File: config.mk
export PLATFORM = sky130hd
export DESIGN_NAME = tff_bank_ctrl
export DESIGN_NICKNAME = d
export VERILOG_FILES = /design/src/rtl/tff_ctrl_pkg.sv /design/src/rtl/tff_step_mask.sv /design/src/rtl/tff_bank_ctrl.sv
export SDC_FILE = /design/constraint.sdc
export NUM_CORES = 1
export LEC_CHECK = 0
export CORE_AREA = 2 2 51 62
export CTS_BUF_LIST = sky130_fd_sc_hd__clkbuf_4 sky130_fd_sc_hd__clkbuf_8 sky130_fd_sc_hd__clkbuf_16
export DETAILED_ROUTE_END_ITERATION = 6
export DIE_AREA = 0 0 53 64
export PLACE_DENSITY_LB_ADDON = 0.15
export SKIP_LAST_GASP = 1
export SLEW_MARGIN = 20
export SYNTH_ARGS = -nofsm -noshare
export SYNTH_HDL_FRONTEND = slang
export SYNTH_SLANG_ARGS = --single-unit
File: constraint.sdc
create_clock -name clk -period 1.5 [get_ports clk]
set_clock_uncertainty 0.05 [all_clocks]
set_input_delay 0.15 -clock clk [delete_from_list [all_inputs] [get_ports clk]]
set_output_delay 0.15 -clock clk [all_outputs]
set_load 0.005 [all_outputs]
File: src/rtl/tff_ctrl_pkg.sv
// Shared op-codes and controller state encodings for the T flip-flop bank controller.
package tff_ctrl_pkg;

    localparam int unsigned OP_W = 2;

    localparam logic [OP_W-1:0] OP_LOAD  = 2'b00;
    localparam logic [OP_W-1:0] OP_UP    = 2'b01;
    localparam logic [OP_W-1:0] OP_DOWN  = 2'b10;
    localparam logic [OP_W-1:0] OP_CLEAR = 2'b11;

    typedef enum logic [2:0] {
        S_IDLE   = 3'd0,
        S_APPLY  = 3'd1,
        S_VERIFY = 3'd2,
        S_COUNT  = 3'd3,
        S_FINISH = 3'd4
    } state_t;

    // True for the two stepping ops.
    function automatic logic is_count_op(input logic [OP_W-1:0] op);
        return (op == OP_UP) || (op == OP_DOWN);
    endfunction

endpackage

File: src/rtl/tff_step_mask.sv
// Toggle mask that steps a T flip-flop bank by +1 (dir=0) or -1 (dir=1).
module tff_step_mask #(
    parameter int unsigned N = 4
) (
    input  logic [N-1:0] q,
    input  logic         dir,
    output logic [N-1:0] mask
);

    logic [N-1:0] w_bits;
    logic [N-1:0] w_mask;

    // Up counting propagates through ones, down counting through zeros.
    assign w_bits = dir ? ~q : q;

    // Bit i toggles when every lower bit propagates; bits at or above i are forced to 1.
    always_comb begin
        w_mask = '0;
        for (int i = 0; i < int'(N); i++) begin
            w_mask[i] = &(w_bits | ~N'((1 << i) - 1));
        end
    end

    assign mask = w_mask;

endmodule

File: src/rtl/tff_bank_ctrl.sv
// Command sequencer driving the toggle vector of a T flip-flop bank: load, clear, count up/down.
module tff_bank_ctrl
    import tff_ctrl_pkg::*;
#(
    parameter int unsigned N     = 4,
    parameter int unsigned CNT_W = 8
) (
    input  logic             clk,
    input  logic             rst,
    input  logic             cmd_valid,
    output logic             cmd_ready,
    input  logic [1:0]       cmd_op,
    input  logic [N-1:0]     cmd_data,
    input  logic [CNT_W-1:0] cmd_len,
    input  logic [N-1:0]     q_in,
    output logic [N-1:0]     t_out,
    output logic             busy,
    output logic             done,
    output logic             err
);

    state_t           r_state;
    state_t           w_state_nxt;
    logic [1:0]       r_op;
    logic [N-1:0]     r_target;
    logic [CNT_W-1:0] r_remain;
    logic             r_mismatch;

    logic             w_accept;
    logic [N-1:0]     w_mask;
    logic [N-1:0]     w_t_out;

    assign w_accept = cmd_valid && (r_state == S_IDLE);

    tff_step_mask #(
        .N (N)
    ) u_step_mask (
        .q    (q_in),
        .dir  (r_op == OP_DOWN),
        .mask (w_mask)
    );

    // State register.
    always_ff @(posedge clk) begin
        if (rst) begin
            r_state <= S_IDLE;
        end else begin
            r_state <= w_state_nxt;
        end
    end

    // Latched command, remaining step count and load verify flag.
    always_ff @(posedge clk) begin
        if (rst) begin
            r_op       <= OP_LOAD;
            r_target   <= '0;
            r_remain   <= '0;
            r_mismatch <= 1'b0;
        end else if (w_accept) begin
            r_op       <= cmd_op;
            r_target   <= (cmd_op == OP_LOAD) ? cmd_data : '0;
            r_remain   <= cmd_len;
            r_mismatch <= 1'b0;
        end else if (r_state == S_VERIFY) begin
            r_mismatch <= (q_in != r_target);
        end else if (r_state == S_COUNT) begin
            r_remain <= r_remain - CNT_W'(1);
        end
    end

    // Next-state and toggle vector; reset overrides the toggle so the bank clears cleanly.
    always_comb begin
        w_state_nxt = r_state;
        w_t_out     = '0;
        case (r_state)
            S_IDLE: begin
                if (cmd_valid) begin
                    if (!is_count_op(cmd_op)) begin
                        w_state_nxt = S_APPLY;
                    end else if (cmd_len == '0) begin
                        w_state_nxt = S_FINISH;
                    end else begin
                        w_state_nxt = S_COUNT;
                    end
                end
            end
            S_APPLY: begin
                w_t_out     = q_in ^ r_target;
                w_state_nxt = S_VERIFY;
            end
            S_VERIFY: begin
                w_state_nxt = S_FINISH;
            end
            S_COUNT: begin
                w_t_out = w_mask;
                if (r_remain == CNT_W'(1)) begin
                    w_state_nxt = S_FINISH;
                end
            end
            S_FINISH: begin
                w_state_nxt = S_IDLE;
            end
            default: begin
                w_state_nxt = S_IDLE;
            end
        endcase
        if (rst) begin
            w_t_out = '0;
        end
    end

    assign t_out     = w_t_out;
    assign cmd_ready = (r_state == S_IDLE);
    assign busy      = (r_state != S_IDLE);
    assign done      = (r_state == S_FINISH);
    assign err       = (r_state == S_FINISH) && r_mismatch && !is_count_op(r_op);

endmodule

After elaboration in Yosys (flattened, before gate mapping) --
Index checks and enable logic that the tools add are counted.
Storage, ports and cells: flip-flop bits (word level) 18, bits in latches 0, memory bits (writable) 0, memory bits (read-only) 0, bits of input ports 21, output and inout port bits 8, memories kept 0
Cells by class: $add $sub $neg 1, $mul 0, divide/modulo/power cells 0, order comparisons 0, eq/ne operators 13, shift operators 0, multiplexer cells 12, bitwise gates (word level) 2, reduce and logical (&&, ||, !) cells 16
Operators with widths (number):
- $mux 8 | 3
- $mux 3 | 5
- $pmux 3 s4 | 1
- $eq 8x1->1 const B | 1
- $logic_not 8->1 | 1
- $mux 4 | 2
- $pmux 4 s2 | 1
- $sub 8x1->8 const B | 1
- $eq 3x2->1 const B | 2
- $reduce_and 2->1 | 3
- $eq 2x1->1 const B | 2
- $eq 2x2->1 const B | 2
- $ne 2x2->1 const B | 2
- $ne 4x4->1 | 1
- $xor 4x4->4 | 1
- $eq 3x1->1 const B | 1
- $eq 3x3->1 const B | 1
- $logic_and 1x1->1 | 3
- $logic_not 3->1 | 1
- $not 3->3 | 1
- $reduce_and 3->1 | 1
- $reduce_bool 3->1 | 1
- $logic_not 2->1 | 1
- $logic_or 1x1->1 | 2
- 4 further kinds | 4

Depth between registers and ports, before layout --
Gate-level depths: netlist of the first run.
word-level depth 5, gate-level depth with buffers 5

Cells and area by module --
Synthesis of the first run repeated with hierarchy kept, for this count alone.
Second synthesis, totals: cell total of the unflattened synthesis 136, area, all modules 1116.1 um^2
Modules (own cells, without submodules):
- tff_bank_ctrl | instances 1, cells each 128, area each 1056.0 um^2
- tff_step_mask | instances 1, cells each 8, area each 60.1 um^2

Worst setup path before layout of the first run --
OpenSTA, ideal clock, no wires.
path type register to register, from register r_remain[2], to register r_remain[5], setup time 91 ps, data arrival time 1480 ps, data required time 1359 ps, path slack -121 ps, cell stages (with the launch flop) 5, buffers on the path 1, clock period less this slack 1621 ps, path through dfxtp_1 buf_6 or3_4 or4_1 a311oi_1
On the way: word-level cells in the longest chain between the ends 4
Ends and longest elaborated chain:
- start: declaration | line tff_bank_ctrl.sv:26 | logic [CNT_W-1:0] r_remain;
- start signal: assignment | line tff_bank_ctrl.sv:62 | r_remain <= cmd_len;
- start signal: assignment | line tff_bank_ctrl.sv:67 | r_remain <= r_remain - CNT_W'(1);
- $sub 8x1->8 | line tff_bank_ctrl.sv:67
- $mux 8 | line tff_bank_ctrl.sv:66 | end else if (r_state == S_COUNT) begin
- $mux 8 | line tff_bank_ctrl.sv:64 | end else if (r_state == S_VERIFY) begin
- $mux 8 | line tff_bank_ctrl.sv:59 | end else if (w_accept) begin
No other way between the ends. The select of a mux whose other input is x is not followed. A chain may end at the register's enable or synchronous reset.

Worst setup path in the final report of the first run --
from register r_op[0], to output port t_out[3]
On the way: word-level cells in the longest chain between the ends 5
Ends and longest elaborated chain:
- start: declaration | line tff_bank_ctrl.sv:24 | logic [1:0] r_op;
- start signal: assignment | line tff_bank_ctrl.sv:60 | r_op <= cmd_op;
- $eq 2x2->1 | line tff_bank_ctrl.sv:39 | .dir (r_op == OP_DOWN),
- $mux 3 | line tff_step_mask.sv:14 | assign w_bits = dir ? ~q : q;
- $reduce_and 3->1 | line tff_step_mask.sv:20 | w_mask[i] = &(w_bits | ~N'((1 << i) - 1));
- $pmux 4 s2 | line tff_bank_ctrl.sv:75 | case (r_state)
- $mux 4 | line tff_bank_ctrl.sv:107 | if (rst) begin
- end: declaration | line tff_bank_ctrl.sv:16 | output logic [N-1:0] t_out,
No other way between the ends.

==> flow_summary.toml, run 1 <==
[run_status]
status = "complete, but fails checks"
violations = "negative setup slack"

[synthesis]
synth_top_family_by_area = "simple AND/OR/NAND/NOR gates"
ys_seq_elements = 18
ys_seq_area_frac = 0.3117
yosysTopAreaCell = "dfxtp_1"
synth_xor_area_frac = 0.04545
synth.most_common_cell = "dfxtp_1"
synth_ff_type = "dfxtp_1"
synth.distinct_cells = 45
syn_area_sq_um = 1156
yosys-top-cells-area = "dfxtp_1 (31%), nor2_1 (4.9%), a21oi_1 (4.3%), ha_1 (4.3%), a311oi_1 (3.8%)"
synth_cells = 141
syn_nets = 166
yosys_warnings = 0
yosys.area_share.adder = 0.04329
synth_compound_area_frac = 0.2338
yosys-top-cells-count = "dfxtp_1 (18), nor2_1 (15), a21oi_1 (10), nand2_1 (10), inv_1 (9)"
syn_area_per_cell_sq_um = 8.199
synth-async-reset-ratio = 0
synth_top_cell_area_share = 0.3117
synth_edf_count = 0
synthMuxAreaShare = 0
synth-simple-area-share = 0.2965

[grt]
grtUsageTotal = 0.2419
grt_pass1_wl_mm = 6.127
antenna_found_initial = 0
use_met1 = 0.2533
grt_pass1_vias = 1388
busiest_layer = "met2"
grt-ovfl-total = 0
grt.met2_usage = 0.4734
grtUsageMet3 = 0.02336
grt_max_degree = 18

[placed_design]
detailed_place_hpwl_mm = 2.424
gp_congestion = 0.8844
dpl_worst_slack_ns = -0.5294
numPortBuffers = 28

[job]
drv_cap = 0

[sta]
timing.fmax_mhz = 592.7
rsz0062_at_grt = "true"
drv_slew = 0
max-slew-margin-rel = 0.7482
fin_setup_tns_ns = -1.562
fin_ws_ns = -0.1873
final-setup-viol-count = 21
finalCritPeriodShare = 1.125
worst_pin_slew_ns = 0.3724
finalHoldViolations = 0
min_period_ns = 1.687

[detailed_routing]
first_pass_iters = 4
route.detailed.drc = 0
ant_nets = 0
first_iter_violations = 47
wirelength_mm = 4.106
vias = 1405
avgViaCountPerCell = 5.782
wl_per_cell_microns = 16.90

[clocking]
numCtsBuffers = 3
cts_tree = "built"
clk_pin_slew_ns = 0.11
h-tree-depth = 1
cts_root_buffer = "clkbuf_4"
clockBufferDepth = 2
cts_sinks = 18
cts_hold_buffers = 0
insertion_delay_ns = 0.29

[worst_hold_path]
hold_start = "cmd_op[1]"
holdPathStages = 3
hp-class = "input port to flop"

[setup_path]
worst_setup_path_end_kind = "primary output"
worstSetupPathType = "flop to primary output"
critPathMaxFanout = 4
worstReg2RegStart = "r_state[2]$_SDFFE_PP0P_"
critPathLaunch = "r_op[0]$_SDFFE_PP0P_"
worst_ep_arrival_time_ns = 1.49
worstPathRequired_ns = 1.30
start_kind = "flop"
reg2regPathDepth = 5

[floorplanning]
io_pins = 29
fp.dieW_microns = 53
fp.coreArea_sq_um = 2759
std_cell_rows = 21
initial_core_util = 0.4190
die_area_sq_um = 3392
die_y_microns = 64

[power_and_ir_drop]
p_leak_uw = 0.0008608
max-vdd-ir-drop_uv = 597.3
power_density_nw_per_um2 = 939.1

[final_layout]
fillers = 209
drive_above_1_share = 0.5215
n_antenna_cell = 0
syn2layout_area_growth_pct = 78.57
nets = 235
critical path, cell delays in order, from the launching register on:
cell and delay, ns:
dfxtp_2 0.36, inv_2 0.05, ha_4 0.17, nor2b_4 0.11
buf_4 0.10, a31oi_1 0.08, a211oi_1 0.19, buf_2 0.14
cells by family (layout without fill, tap and decap cells):
logic type	after synthesis	count (layout)
fa+ha+maj	4	4
compound gates	38	38
flops	18	18
xor+xnor	6	6
simple gates	57	60
buf+inv	18	83
cell usage in the layout, fill, tap and decap left out, drive strengths merged, types with 3 or more instances in the layout:
cell type / count
buf: 50
a31oi: 3
dfxtp: 18
a211oi: 4
nor2: 15
nand3: 5
or4: 5
ha: 4
clkbuf: 4
o31ai: 5
clkdlybuf4s50: 18
a21oi: 10
nand2: 10
inv: 9
nor4b: 4
a311oi: 5
xor2: 5
nor3b: 3
or4b: 5
final timing paths:
path	end	slack (ns)
max	t_out[3]	-0.19
min	r_op[1]$_SDFFE_PP0P_	0.23
max reg2reg	r_state[2]$_SDFFE_PP0P_	-0.14
min reg2reg	r_target[3]$_SDFFE_PP0P_	0.43
power breakdown:
part           leakage (uW)  internal, uW  switching [uW]  total [uW]
Clock             0.0000210           148             161         309
Sequential         0.000151           549            75.8         625
Combinational      0.000688           572             433        1010
Total              0.000861          1270             670        1940
metrics by stage:
stage | instances | hold WS [ns] | total power [uW] | area, sq um | utilization
after floorplan | 141 | 0.2360 | 1014 | 1224 | -
after global placement | 217 | 0.3992 | 1242 | 1637 | 0.5932
after detailed placement | 217 | 0.4086 | 1260 | 1637 | 0.5932
after CTS | 239 | 0.2099 | 1790 | 1924 | 0.6975
after global routing | 243 | 0.2248 | 2031 | 2064 | 0.7483
final | 243 | 0.2250 | 1939 | 2064 | 0.7483
sequential cells by signal (all words and copies together) (netlist names):
name	flops
r_op	2
r_mismatch	1
r_state	3
r_remain	8
r_target	4
timing repair:
| action | in CTS | in global routing |
|---|---|---|
| resized for setup | 73 | 27 |
| setup endpoints to repair | 24 | 22 |
| buffers inserted | 19 | 5 |
| cloned | 3 | 0 |
| pin swaps | 17 | 14 |
layout make-up:
class,instances,area (sq um),area share
multi-input cells,108,954.7,0.4624
repair buffers,70,620.6,0.3006
flip-flops and latches,18,374.1,0.1812
well taps,34,42.54,0.02061
clock buffers,4,36.28,0.01758
inverters,9,36.28,0.01758
metal layers:
metal  vias up  part of all wire
li1        678                 -
met4         0             0.032
met2        33              0.55
met5         -                 0
met1       684              0.39
met3        10             0.028
(Power assumes the default switching activity.)
==> run 2, diff against run 1 <==
Settings changed: ABC_AREA from default to 0, TNS_END_PERCENT from default to 5.
==> run 2 against run 1 <==
Net effect:
- largest cell class unchanged
- hold slack improved by 0.15 ns
- largest power group unchanged
- die area unchanged
- total power down 17%
- register-to-register slack got worse by 0.04 ns
- first-iteration DRC count down 77%
- the flow still finishes with violations (negative setup slack)
- flip-flop and latch count is the same
- clock power down 3%
- combinational power is 32% lower
==> flow_summary.toml, run 2 (same netlist as run 1, synthesis figures left out) <==
[run_status]
status = "complete, but fails checks"
violations = "negative setup slack"

[sta]
fin_ws_ns = -0.1986
fin_setup_tns_ns = -2.688
timing.fmax_mhz = 588.7
drv_slew = 0
min_period_ns = 1.699
finalHoldViolations = 0
rsz0062_at_grt = "true"
worst_pin_slew_ns = 0.4638
final-setup-viol-count = 23
finalCritPeriodShare = 1.132
max-slew-margin-rel = 0.6864

[setup_path]
critPathLaunch = "r_op[0]$_SDFFE_PP0P_"
start_kind = "flop"
slowest_delay_ns = 0.34
crit_cells = 6
worst_setup_path_end_kind = "primary output"
worstPathRequired_ns = 1.30
r2r-end = "r_remain[0]$_SDFFE_PP0P_"
worstSetupPathType = "flop to primary output"
critPathBufInv = 2
critPathMaxFanout = 4
worstReg2RegStart = "r_state[2]$_SDFFE_PP0P_"
crit_slowest_cell = "dfxtp_2"
worst_ep_arrival_time_ns = 1.50
worstPathCellList = "inv_2 -> ha_4 -> nor4b_4 -> a31oi_1 -> a211oi_1 -> buf_2"
reg2regPathDepth = 4
reg2reg_slack_ns = -0.18
critPathTopFamily = "flip-flops"
endpoint = "t_out[3]"

[clocking]
clk_pin_slew_ns = 0.11
clockBufferDepth = 2
h-tree-depth = 1
insertion_delay_ns = 0.29
numCtsBuffers = 3
cts_root_buffer = "clkbuf_4"
cts_tree = "built"
cts_sinks = 18

[final_layout]
drive_above_1_share = 0.3000
largest_reg_flops = 8
final_util = 0.6281
final_common_cell = "buf_4"
layout_common_cells = "buf_4 (24), clkdlybuf4s50_1 (19), nor2_1 (15)"
regMostFlops = "r_remain"
n_antenna_cell = 0
nets = 216
reg_top3 = "r_remain: 8 flops, r_target: 4 flops, r_state: 3 flops"
syn2layout_area_growth_pct = 49.89

[floorplanning]
fp.coreArea_sq_um = 2759
std_cell_rows = 21
io_pins = 29
initial_core_util = 0.4190
fp.dieW_microns = 53
die_y_microns = 64
die_area_sq_um = 3392

[power_and_ir_drop]
p_total_uw = 1607
p_leak_uw = 0.0007293
power_density_nw_per_um2 = 927.3
max-vdd-ir-drop_uv = 634.8

[job]
drv_cap = 0

[detailed_routing]
vias = 1257
avgViaCountPerCell = 5.612
met1Wirelength_mm = 1.270
ant_nets = 0
first_pass_iters = 5
dr_wl_met2_mm = 1.778
wirelength_mm = 3.218
routed.top_layer = "met4"
dr_wl_met3_microns = 114
first_iter_violations = 11
wl_per_cell_microns = 14.37
route.detailed.drc = 0

[worst_hold_path]
hp-class = "input port to flop"
holdPathStages = 3

[placed_design]
numPortBuffers = 28
gp_congestion = 0.8977
detailed_place_hpwl_mm = 2.484
dpl_worst_slack_ns = -0.5990

[grt]
antenna_found_initial = 0
grtUsageTotal = 0.2166
grt-ovfl-total = 0
grt_max_degree = 21
grt_pass1_wl_mm = 5.589
grt_pass1_vias = 1300
-- run 2: worst reg2reg max path, cell delays in order, from the launching register on --
cell and delay [ns]:
dfxtp_2 0.34, buf_6 0.11, buf_4 0.14, or4b_4 0.65, a311oi_1 0.29
-- run 2: repair_timing --
action,in CTS,in global routing
pin swaps,5,0
setup endpoints to repair,24,25
setup buffers,2,0
hold buffers,0,0
gates resized for setup,37,0
-- run 2: area by class of cell --
| cell class | instances | area, sq um |
|---|---|---|
| clock buffers | 4 | 36.28 |
| fillers | 256 | 1026 |
| inverters | 9 | 33.78 |
| multi-input cells | 105 | 787.0 |
| flip-flops and latches | 18 | 369.1 |
| well taps | 34 | 42.54 |
| repair buffers | 54 | 464.2 |
-- run 2: worst min-delay path by stage --
stage	slack (ns)	endpoint	start
floorplan	0.24	r_op[0]$_SDFFE_PP0P_	cmd_op[0]
global route	0.36	r_op[0]$_SDFFE_PP0P_	cmd_op[0]
global placement	0.40	r_op[0]$_SDFFE_PP0P_	r_op[0]$_SDFFE_PP0P_
detailed placement	0.41	r_op[1]$_SDFFE_PP0P_	r_op[1]$_SDFFE_PP0P_
CTS	0.37	r_op[0]$_SDFFE_PP0P_	cmd_op[0]
finish	0.37	r_op[0]$_SDFFE_PP0P_	cmd_op[0]
-- run 2: layer usage --
layer / global-route usage / vias up
met5: 0 / -
met2: 0.3953 / 32
li1: - / 625
met1: 0.2435 / 594
met3: 0.03037 / 6
met4: 0.08333 / 0
-- run 2: power by group --
part / internal [uW] / leakage, uW / total [uW] / switching, uW
registers: 544 / 0.000150 / 619 / 74.2
logic: 386 / 0.000558 / 688 / 302
clock network: 148 / 0.0000210 / 301 / 153
-- run 2: metrics by stage --
stage | cell area [sq um] | hold slack [ns] | instances
finish | 1733 | 0.3719 | 224
global route | 1733 | 0.3636 | 224
CTS | 1733 | 0.3650 | 224
detailed placement | 1633 | 0.4053 | 218
global placement | 1633 | 0.3996 | 218
floorplan | 1212 | 0.2360 | 141
